<file path="src/rtl/ahb_xfer_sequencer.sv">
// Command-queued transfer generator driving the user side of the AHB master.
// Define SEQ_BEAT_STATS_EN to add beat counters and a command-overflow sticky flag.
module ahb_xfer_sequencer #(
   parameter int unsigned CMD_DEPTH = 4,
   parameter int unsigned ADDR_W    = 32,
   parameter int unsigned DATA_W    = 32
) (
   input  logic              hclk,
   input  logic              hreset,
   input  logic              cmd_valid,
   output logic              cmd_ready,
   input  logic              cmd_write,
   input  logic [ADDR_W-1:0] cmd_addr,
   input  logic [2:0]        cmd_size,
   input  logic [1:0]        cmd_offset,
   input  logic [3:0]        cmd_len,
   input  logic              wd_valid,
   output logic              wd_ready,
   input  logic [DATA_W-1:0] wd_data,
   input  logic              hready_in,
   input  logic [DATA_W-1:0] hrdata_in,
   output logic              start,
   output logic              burst,
   output logic              data_ready,
   output logic              hwrite_out,
   output logic [ADDR_W-1:0] haddr_out,
   output logic [DATA_W-1:0] hwdata_out,
   output logic [2:0]        hsize_out,
   output logic [1:0]        offset_out,
   output logic              rd_valid,
   output logic [DATA_W-1:0] rd_data,
`ifdef SEQ_BEAT_STATS_EN
   output logic [15:0]       wr_beats,
   output logic [15:0]       rd_beats,
   output logic              err_sticky,
`endif
   output logic              busy
);

   localparam int unsigned PtrW = (CMD_DEPTH > 1) ? $clog2(CMD_DEPTH) : 1;
   localparam int unsigned EntW = ADDR_W + 10;
   localparam logic [PtrW:0] PtrOne = 1;

   typedef enum logic [2:0] {StIdle, StLoad, StNseq, StSeq, StWaitd, StDone} state_e;

   state_e state_q, state_d;

   logic [EntW-1:0]   fifo_q [CMD_DEPTH];
   logic [PtrW:0]     wptr_q, rptr_q;
   logic              full, empty, push, pop;

   logic              h_write;
   logic [ADDR_W-1:0] h_addr;
   logic [2:0]        h_size;
   logic [1:0]        h_offset;
   logic [3:0]        h_len;

   logic [ADDR_W-1:0] addr_q, addr_d, addr_nxt;
   logic [2:0]        size_q, size_d;
   logic [1:0]        offset_q, offset_d;
   logic              write_q, write_d;
   logic [3:0]        remain_q, remain_d;
   logic              first_q, first_d;
   logic              split_q, split_d;
   logic              rd_pend_q, rd_pend_d;
   logic              accept, active, beat_st;

   // Extra pointer bit distinguishes full from empty.
   assign full      = (wptr_q[PtrW] != rptr_q[PtrW]) &&
                      (wptr_q[PtrW-1:0] == rptr_q[PtrW-1:0]);
   assign empty     = (wptr_q == rptr_q);
   assign cmd_ready = !full;
   assign push      = cmd_valid && !full;
   assign pop       = (state_q == StLoad);

   assign {h_write, h_addr, h_size, h_offset, h_len} = fifo_q[rptr_q[PtrW-1:0]];

   always_ff @(posedge hclk) begin
      if (push) begin
         fifo_q[wptr_q[PtrW-1:0]] <= {cmd_write, cmd_addr, cmd_size, cmd_offset, cmd_len};
      end
   end

   assign addr_nxt = addr_q + (ADDR_W'(1) << size_q);
   assign accept   = data_ready && hready_in;

   always_comb begin
      state_d    = state_q;
      addr_d     = addr_q;
      size_d     = size_q;
      offset_d   = offset_q;
      write_d    = write_q;
      remain_d   = remain_q;
      first_d    = first_q;
      split_d    = split_q;
      start      = 1'b0;
      burst      = 1'b0;
      data_ready = 1'b0;
      unique case (state_q)
         StIdle: begin
            if (!empty) state_d = StLoad;
         end
         StLoad: begin
            addr_d   = h_addr;
            size_d   = (h_size > 3'd2) ? 3'd2 : h_size;
            offset_d = h_offset;
            write_d  = h_write;
            remain_d = h_len;
            first_d  = 1'b1;
            split_d  = 1'b0;
            state_d  = StNseq;
         end
         StNseq, StSeq: begin
            start      = 1'b1;
            burst      = (state_q == StSeq) || (remain_q != 4'd0);
            data_ready = write_q ? wd_valid : 1'b1;
            if (write_q && !wd_valid) begin
               first_d = (state_q == StNseq);
               state_d = StWaitd;
            end else if (accept) begin
               if (remain_q == 4'd0) begin
                  state_d = StDone;
               end else begin
                  addr_d   = addr_nxt;
                  remain_d = remain_q - 4'd1;
                  // Crossing a 1KB page ends this burst; DONE restarts it as a fresh NSEQ.
                  if (addr_nxt[10] != addr_q[10]) begin
                     split_d = 1'b1;
                     state_d = StDone;
                  end else begin
                     state_d = StSeq;
                  end
               end
            end
         end
         StWaitd: begin
            start = 1'b1;
            burst = first_q ? (remain_q != 4'd0) : 1'b1;
            if (wd_valid) state_d = first_q ? StNseq : StSeq;
         end
         StDone: begin
            if (split_q) begin
               split_d = 1'b0;
               first_d = 1'b1;
               state_d = StNseq;
            end else if (!empty) begin
               state_d = StLoad;
            end else begin
               state_d = StIdle;
            end
         end
         default: state_d = StIdle;
      endcase
   end

   always_comb begin
      rd_pend_d = rd_pend_q;
      if (accept && !write_q) begin
         rd_pend_d = 1'b1;
      end else if (rd_pend_q && hready_in) begin
         rd_pend_d = 1'b0;
      end
   end

   always_ff @(posedge hclk) begin
      if (hreset) begin
         state_q   <= StIdle;
         wptr_q    <= '0;
         rptr_q    <= '0;
         addr_q    <= '0;
         size_q    <= 3'd0;
         offset_q  <= 2'd0;
         write_q   <= 1'b0;
         remain_q  <= 4'd0;
         first_q   <= 1'b0;
         split_q   <= 1'b0;
         rd_pend_q <= 1'b0;
      end else begin
         state_q   <= state_d;
         addr_q    <= addr_d;
         size_q    <= size_d;
         offset_q  <= offset_d;
         write_q   <= write_d;
         remain_q  <= remain_d;
         first_q   <= first_d;
         split_q   <= split_d;
         rd_pend_q <= rd_pend_d;
         if (push) wptr_q <= wptr_q + PtrOne;
         if (pop)  rptr_q <= rptr_q + PtrOne;
      end
   end

   assign active     = (state_q != StIdle);
   assign beat_st    = (state_q == StNseq) || (state_q == StSeq);
   assign hwrite_out = active && write_q;
   assign haddr_out  = active ? addr_q : '0;
   assign hsize_out  = active ? size_q : 3'd0;
   assign offset_out = active ? offset_q : 2'd0;
   assign hwdata_out = beat_st ? wd_data : '0;
   assign wd_ready   = wd_valid && accept && write_q;
   // Read data is taken in the cycle after acceptance, stretched over wait states.
   assign rd_valid   = rd_pend_q && hready_in;
   assign rd_data    = rd_valid ? hrdata_in : '0;
   assign busy       = active || !empty;

`ifdef SEQ_BEAT_STATS_EN
   logic [15:0] wr_beats_q, rd_beats_q;
   logic        err_sticky_q;

   always_ff @(posedge hclk) begin
      if (hreset) begin
         wr_beats_q   <= 16'd0;
         rd_beats_q   <= 16'd0;
         err_sticky_q <= 1'b0;
      end else begin
         if (accept && write_q && (wr_beats_q != 16'hFFFF)) wr_beats_q <= wr_beats_q + 16'd1;
         if (accept && !write_q && (rd_beats_q != 16'hFFFF)) rd_beats_q <= rd_beats_q + 16'd1;
         if (cmd_valid && !cmd_ready) err_sticky_q <= 1'b1;
      end
   end

   assign wr_beats   = wr_beats_q;
   assign rd_beats   = rd_beats_q;
   assign err_sticky = err_sticky_q;
`endif

endmodule

</file>
<file path="config.mk">
export PLATFORM = sky130hd
export DESIGN_NAME = ahb_xfer_sequencer
export DESIGN_NICKNAME = d
export VERILOG_FILES = /design/src/rtl/ahb_xfer_sequencer.sv
export SDC_FILE = /design/constraint.sdc
export NUM_CORES = 1
export LEC_CHECK = 0
export CORE_UTILIZATION = 30
export CTS_CLUSTER_SIZE = 30
export DETAILED_ROUTE_END_ITERATION = 6
export SYNTH_ARGS = -nofsm -noshare
export SYNTH_HDL_FRONTEND = slang
export SYNTH_SLANG_ARGS = --single-unit
</file>
<file path="constraint.sdc">
create_clock -name hclk -period 7.1 [get_ports hclk]
set_input_delay 1.42 -clock hclk [delete_from_list [all_inputs] [get_ports hclk]]
set_output_delay 1.42 -clock hclk [all_outputs]
set_load 0.01 [all_outputs]
</file>
# Yosys cells after proc, flatten, opt, wreduce, memory -nomap -nowiden
# Memories as Yosys holds them, arrays and structs flattened. A register that Yosys moved wholly into a read port is not among the register bits.
# Cells that the tools add are included.
# op_classes
addsub,4
magnitude_cmp,1
eq_ne,18
n_shift,1
mux,43
n_reduce_logical,31
# ops
cell,count
$mux 32,6
$pmux 32 s2,1
$add 32x32->32,1
$shl 1x3->32 const A,1
$mux 3,8
$mux 1,16
$ne 2x2->1 const B,8
$pmux 3 s5,1
$mux 4,3
$logic_and 1x1->1,9
$mux 2,4
$pmux 4 s2,1
$add 3x1->3 const B,2
$eq 3x2->1 const B,2
$eq 3x3->1 const B,2
$reduce_and 3->1,2
$reduce_bool 2->1,3
$reduce_bool 3->1,2
$reduce_and 5->1,1
$logic_not 1->1,4
$logic_not 4->1,1
$pmux 1 s2,2
$reduce_and 4->1,1
$reduce_bool 4->1,1
12 further kinds,16
# totals
regBits,54
ramBits,168
inputBits,111
output_inout_bits,109
wordCells,110
n_memories,1
# mem_list
name,words,word_bits,rd,rd_clocked_by_memory_dff,wr,line_no,text
fifo_q,4,42,1,1,1,48,logic [EntW-1:0] fifo_q [CMD_DEPTH];

# Longest topological paths before layout
# Gate-level depths: netlist (run 1).
# logic_depth
ltp_word,8
mapped_depth,11
depth_no_buf,9

# Least setup slack after synthesis (run 1)
# Ideal clock, no wire load.
# synth_timing
path_kind,input-to-output
start,input port hready_in
end,output port rd_data[22]
t_arrival_ns,1.979
t_required_ns,5.680
path_slack_ns,3.701
path_stages,3
path_buffers,2
path_cell_list,buf_2 -> clkbuf_1 -> and3_1
# synth_via
elab_chain_cells,2
# synth_rtl
item,line_no,text
start: declaration,20,"input logic hready_in,"
$logic_and 1x1->1,202,assign rd_valid = rd_pend_q && hready_in;
$mux 32,203,assign rd_data = rd_valid ? hrdata_in : '0;
end: declaration,31,"output logic [DATA_W-1:0] rd_data,"
# No other way between the ends.

# Worst setup path after layout (run 1)
# layout_timing
start,input port hready_in
end,output port wd_ready
# layout_via
elab_chain_cells,3
# layout_rtl
item,line_no,text
$logic_and 1x1->1,85,assign accept = data_ready && hready_in;
$logic_and 1x1->1 (2 in a row),200,assign wd_ready = wd_valid && accept && write_q;
end: declaration,18,"output logic wd_ready,"
# No other way between the ends.

==> impl_metrics.py, run 1 <==
metrics = {
    "timing": {
        "final_setup_vio_count": 0,
        "final_hold_viol_count": 0,
        "slew_headroom_pct": 32.20,
        "achievable-frequency_mhz": 198.5,
        "finalClockSkew_ns": 0.008983,
        "slew_viol_final": 0,
        "final_critical_path_setup_slack_ns": 2.063,
        "tightestPinTransition_ns": 1.011,
        "rsz_0062_raised_after_global_routing": "no",
        "timing.final.crit_share_pct": 70.94,
        "layout_min_cycle_time_ns": 5.037,
        "timing.setup.tns_ns": 0,
    },
    "route": {
        "via_count": 7436,
        "drt_first_iter_violations": 486,
        "postRouteAntennaNets": 0,
        "wirelength_um": 29470,
        "wire_per_inst_um": 19.94,
        "detailedRoute.firstPassIterationCount": 6,
        "vias_per_cell": 5.031,
        "post-route-drc-count": 0,
    },
    "global_routing": {
        "grt.total_usage_pct": 16.39,
        "grt_antenna_before_repair": 2,
        "grt_start_max_net_pins": 44,
        "globalRoute.totalOverflow": 0,
        "via_count_of_the_first_global_routing_pass": 7199,
        "grt_first_pass_wirelength_um": 44230,
    },
    "floorplan": {
        "die_height_um": 187.6,
        "start_util_pct": 30.67,
        "placeableCoreArea_sq_um": 33700,
        "dieArea_sq_um": 35200,
        "die_width_um": 187.6,
        "design.portCount": 220,
        "floorplan.rows": 67,
    },
    "pwr": {
        "power_density_nw_per_um2": 327.0,
        "total_leakage_power_nw": 4.673,
        "ir_worst_vdd_uv": 160.7,
    },
    "synth": {
        "synth-edff-count": 168,
        "synth_area_leader_cell": "sky130_fd_sc_hd__edfxtp_1",
        "synth_seq_area_share_pct": 59.66,
        "synthesized_netlist_cell_count": 811,
        "synth_ff_type": "sky130_fd_sc_hd__edfxtp_1",
        "syn-cell-area_sq_um": 10330,
        "yosys.area.top_type_share_pct": 48.81,
        "yosys.cell_types.count": 70,
        "synth.ff_latch_count": 224,
        "ys_top_cells_by_count": "168 x sky130_fd_sc_hd__edfxtp_1, 74 x sky130_fd_sc_hd__nand2_1, 56 x sky130_fd_sc_hd__dfxtp_1",
        "postSynthAreaPerCell_sq_um": 12.74,
        "synth_nets": 937,
        "post-synth-top-count-cell": "sky130_fd_sc_hd__edfxtp_1",
        "async_flop_share_pct": 0,
        "dominant_cells_by_area_after_synthesis": "sky130_fd_sc_hd__edfxtp_1 49%, sky130_fd_sc_hd__dfxtp_1 11%, sky130_fd_sc_hd__mux4_2 8.7%",
        "number_of_synthesis_warnings": 0,
    },
    "finish": {
        "final_cell_area_sq_um": 13750,
        "layout-drive-gt1-share_pct": 11.08,
        "finish.utilization_pct": 40.79,
        "layoutNonFillerInstCount": 1478,
        "final_net_count": 1138,
        "multiInputGateArea_sq_um": 3918,
        "fillers": 3176,
        "ff_latch_area_sq_um": 6168,
        "syn_to_final_growth_pct": 33.01,
    },
    "critical_path": {
        "start_kind": "primary input",
        "critical_path.max_stage_delay_ns": 1.02,
        "worst_path_dominant_cell_family": "buffers and inverters",
        "timing.critical_path.buf_inv": 3,
        "endpoint_kind": "output port",
        "critical_path.cell_chain": "clkdlybuf4s50_1 -> inv_1 -> nor3_1 -> clkdlybuf4s50_1",
        "cpMostUsedCell": "sky130_fd_sc_hd__clkdlybuf4s50_1",
        "critical_path_fanouts_max": 35,
        "timing.setup.critical_path_class": "in2out",
        "timing.critical_path.arrival_ns": 3.62,
        "critical_path.slowest_cell": "sky130_fd_sc_hd__clkdlybuf4s50_1",
        "crit_required_ns": 5.68,
    },
    "cts": {
        "clk_lat_worst_skew_ns": 0.51,
        "cts-resized-gates": 0,
        "cts_max_path_buffers": 3,
        "cts.repair_timing.setup_buffer_count": 0,
        "cts_tree": "yes",
        "cts-buffers-inserted": 24,
        "ctsRootBufferMaster": "sky130_fd_sc_hd__clkbuf_16",
        "hold_fix_buffers_cts": 0,
        "htreeDepth": 1,
        "clk_pin_slew_worst_paths_ns": 0.06,
        "clock_sink_count": 224,
    },
    "place": {
        "dp_cells": 1434,
        "hpwlAfterDp_um": 19860,
        "post-place-ws_ns": 2.040,
        "numPortBuffers": 219,
        "globalplace.congestion": 0.8075,
        "dpl_cell_area_sq_um": 12950,
    },
    "min_path": {
        "worst_hold_path_type": "reg2reg",
    },
    "job": {
        "maxCapViolations": 0,
    },
    "outcome": {
        "run_status": "finished, final reports clean",
    },
}
-- where the power goes --
group | total [mW] | switching [mW] | internal (mW)
Sequential | 1.74 | 0.176 | 1.56
Combinational | 1.50 | 0.818 | 0.683
Clock | 1.26 | 0.509 | 0.748
-- cell families after synthesis --
logic type	count (synthesis)	share of synthesized area, %
flops	224	59.66
compound gates	137	9.383
mux	44	9.104
buf+inv	64	2.700
xor+xnor	11	0.9323
fa+ha+maj	15	1.889
simple gates	316	16.33
-- tightest hold or removal path, cell delays in order, from the launching register on --
cell                      delay, ns
sky130_fd_sc_hd__dfxtp_1       0.31
sky130_fd_sc_hd__nand2_1       0.05
sky130_fd_sc_hd__a21oi_1       0.05
-- placed cells by master, fill, tap and decap left out, types with 11 or more instances in the layout --
cell type,Yosys,final
sky130_fd_sc_hd__clkdlybuf4s50_1,0,218
sky130_fd_sc_hd__nor2_1,53,51
sky130_fd_sc_hd__o21ai_0,19,19
sky130_fd_sc_hd__edfxtp_1,168,168
sky130_fd_sc_hd__clkbuf_16,0,25
sky130_fd_sc_hd__a211oi_1,14,14
sky130_fd_sc_hd__ha_1,14,14
sky130_fd_sc_hd__nand3_1,16,16
sky130_fd_sc_hd__and3_1,45,41
sky130_fd_sc_hd__mux4_2,40,40
sky130_fd_sc_hd__nor2b_1,38,37
sky130_fd_sc_hd__nand2_1,74,74
sky130_fd_sc_hd__and2_1,40,40
sky130_fd_sc_hd__a22oi_1,13,13
sky130_fd_sc_hd__a21oi_1,31,31
sky130_fd_sc_hd__dfxtp_1,56,54
sky130_fd_sc_hd__buf_4,5,11
-- area by class of cell --
class	instances	area share, %
flip-flops and latches	224	44.87
multi-input cells	523	28.50
repair buffers	230	16.51
clock buffers	26	4.578
well taps	448	4.078
clock inverters	17	1.201
inverters	9	0.2457
diodes	1	0.01820
-- per-stage QoR --
step,power [mW],hold slack (ns)
after global routing,4.734,0.4959
after floorplan,2.650,0.4318
after CTS,4.548,0.4593
final,4.495,0.4620
after global placement,3.262,0.4423
after detailed placement,3.281,0.4489
-- per-layer routing --
layer,up-vias,GRT usage [%],share of wire (%)
li1,3476,-,-
met1,3610,20.73,42
met2,309,28.72,49
met3,39,3.219,7.4
met4,2,3.815,1.8
met5,-,0,0.037
-- final timing paths --
| check | cells after the start | end | start | slack, ns |
|---|---|---|---|---|
| hold reg to reg | 2 | offset_q[0] | offset_q[0] | 0.46 |
| hold / removal | 2 | offset_q[0] | offset_q[0] | 0.46 |
| setup / recovery | 4 | wd_ready | hready_in | 2.06 |
| setup reg to reg | 8 | addr_q[26] | size_q[0] | 4.08 |
-- state kept, by name (all words and copies together), names as in the netlist, named ones only --
signal and cells:
addr_q 32, fifo_q 168, first_q 1, offset_q 2
rd_pend_q 1, remain_q 4, rptr_q 3, size_q 3
split_q 1, state_q 3, wptr_q 3, write_q 1
(Power assumes the default switching activity.)
==> run 2: changes to the inputs <==
clock period = 4.27 ns   (was 7.1 ns; I/O delays follow)
==> run 2 against run 1 <==
  * Power grew 64%
  * Non-clock buffer count grew 4
  * Critical path depth shrank 1
  * Count of clock-buffer cells in the layout rose by 5
  * Clock skew rose by 0.0094 ns
  * Wire length decreased by 1.8%
  * Register-to-register slack got worse by 2.8 ns
  * Clock power rose by 56%
  * Sequential cell count did not move
  * Die area unchanged
  * Sequential power is 66% higher
==> impl_metrics.py, run 2 (synthesis gave the netlist of run 1 again) <==
metrics = {
    "outcome": {
        "run_status": "finished, final reports clean",
    },
    "finish": {
        "largest_reg_flops": 168,
        "final_net_count": 1142,
        "mostFrequentLayoutCell": "sky130_fd_sc_hd__clkdlybuf4s50_1",
        "layout.cells.most_common_list": "218 x sky130_fd_sc_hd__clkdlybuf4s50_1, 168 x sky130_fd_sc_hd__edfxtp_1, 74 x sky130_fd_sc_hd__nand2_1, 54 x sky130_fd_sc_hd__dfxtp_1, 51 x sky130_fd_sc_hd__nor2_1",
        "layout-drive-gt1-share_pct": 10.64,
        "final_cell_area_sq_um": 13740,
        "finish.utilization_pct": 40.76,
        "syn_to_final_growth_pct": 32.91,
        "layoutNonFillerInstCount": 1484,
    },
    "pwr": {
        "power_density_nw_per_um2": 537.2,
        "total_leakage_power_nw": 4.674,
        "design_power_total_mw": 7.378,
        "ir_worst_vdd_uv": 269.7,
    },
    "timing": {
        "slew_headroom_pct": 46.84,
        "achievable-frequency_mhz": 294.2,
        "final_critical_path_setup_slack_ns": 0.8712,
        "final_hold_viol_count": 0,
        "rsz_0062_raised_after_global_routing": "no",
        "layout_min_cycle_time_ns": 3.399,
        "timing.setup.tns_ns": 0,
        "finalClockSkew_ns": 0.01836,
        "tightestPinTransition_ns": 0.7965,
        "timing.final.crit_share_pct": 79.60,
        "final_setup_vio_count": 0,
        "fin_worst_hold_slack_ns": 0.4563,
        "slew_viol_final": 0,
    },
    "floorplan": {
        "placeableCoreArea_sq_um": 33700,
        "die_height_um": 187.6,
        "die_width_um": 187.6,
        "dieArea_sq_um": 35200,
        "design.portCount": 220,
        "start_util_pct": 30.67,
        "floorplan.rows": 67,
    },
    "cts": {
        "cts_max_path_buffers": 3,
        "hold_fix_buffers_cts": 0,
        "clk_pin_slew_worst_paths_ns": 0.06,
        "clk_lat_worst_skew_ns": 0.52,
        "cts-resized-gates": 0,
        "clock_sink_count": 224,
        "cts.repair_timing.setup_buffer_count": 0,
        "htreeDepth": 1,
        "ctsRootBufferMaster": "sky130_fd_sc_hd__clkbuf_16",
        "cts-buffers-inserted": 24,
        "cts_tree": "yes",
    },
    "critical_path": {
        "critical_path_fanouts_max": 16,
        "timing.critical_path.arrival_ns": 2.54,
        "crit_required_ns": 3.42,
        "start_kind": "flop",
        "endpoint_kind": "output port",
        "timing.setup.critical_path_class": "reg2out",
    },
    "global_routing": {
        "grt.total_usage_pct": 16.10,
        "grt_first_pass_wirelength_um": 43570,
        "grt_start_max_net_pins": 43,
        "globalRoute.totalOverflow": 0,
        "grt_antenna_before_repair": 2,
        "via_count_of_the_first_global_routing_pass": 7212,
    },
    "route": {
        "post-route-drc-count": 0,
        "via_count": 7349,
        "wirelength_um": 28940,
        "drt_first_iter_violations": 396,
        "detailedRoute.firstPassIterationCount": 4,
        "top_signal_layer_used": "met4",
        "detailroute.wirelength.met3_um": 2088,
        "postRouteAntennaNets": 0,
        "vias_per_cell": 4.952,
        "wirelength_met1_um": 12020,
        "wire_per_inst_um": 19.50,
        "met2RoutedLength_um": 14340,
    },
    "min_path": {
        "worst_hold_path_type": "reg2reg",
    },
    "place": {
        "hpwlAfterDp_um": 20450,
        "dp_cells": 1438,
        "dpl_cell_area_sq_um": 12990,
        "numPortBuffers": 219,
        "post-place-ws_ns": 0.8808,
        "globalplace.congestion": 0.8134,
    },
    "job": {
        "maxCapViolations": 0,
    },
}
==> run 2: final timing paths <==
check	from	depth (start not counted)	slack, ns	endpoint
hold reg to reg	offset_q[1]	2	0.46	offset_q[1]
setup reg to reg	state_q[1]	6	1.30	addr_q[14]
hold / removal	offset_q[1]	2	0.46	offset_q[1]
setup / recovery	state_q[2]	3	0.87	data_ready
==> run 2: per-layer routing <==
layer	global-route usage, %	vias to the layer above
li1	-	3473
met1	20.66	3526
met2	28.06	315
met3	2.826	35
met4	3.877	0
met5	0	-
==> run 2: report_power, final <==
part	internal, mW	switching (mW)	leakage (nW)
clock network	1.15	0.821	0.360
registers	2.60	0.281	2.00
logic	1.17	1.35	2.31
total	4.92	2.45	4.67
==> run 2: worst max-delay path, cell delays in order, from the launching register on <==
cell	delay (ns)
sky130_fd_sc_hd__dfxtp_1	0.69
sky130_fd_sc_hd__nand2b_1	0.62
sky130_fd_sc_hd__nor2_1	0.18
sky130_fd_sc_hd__clkdlybuf4s50_1	0.53
==> run 2: cell type report <==
class | count | area [sq um]
clock inverters | 13 | 116.4
inverters | 9 | 33.78
repair buffers | 234 | 2312
fillers | 3174 | 19960
diodes | 2 | 5.005
well taps | 448 | 560.5
clock buffers | 31 | 626.9
flip-flops and latches | 224 | 6168
multi-input cells | 523 | 3913
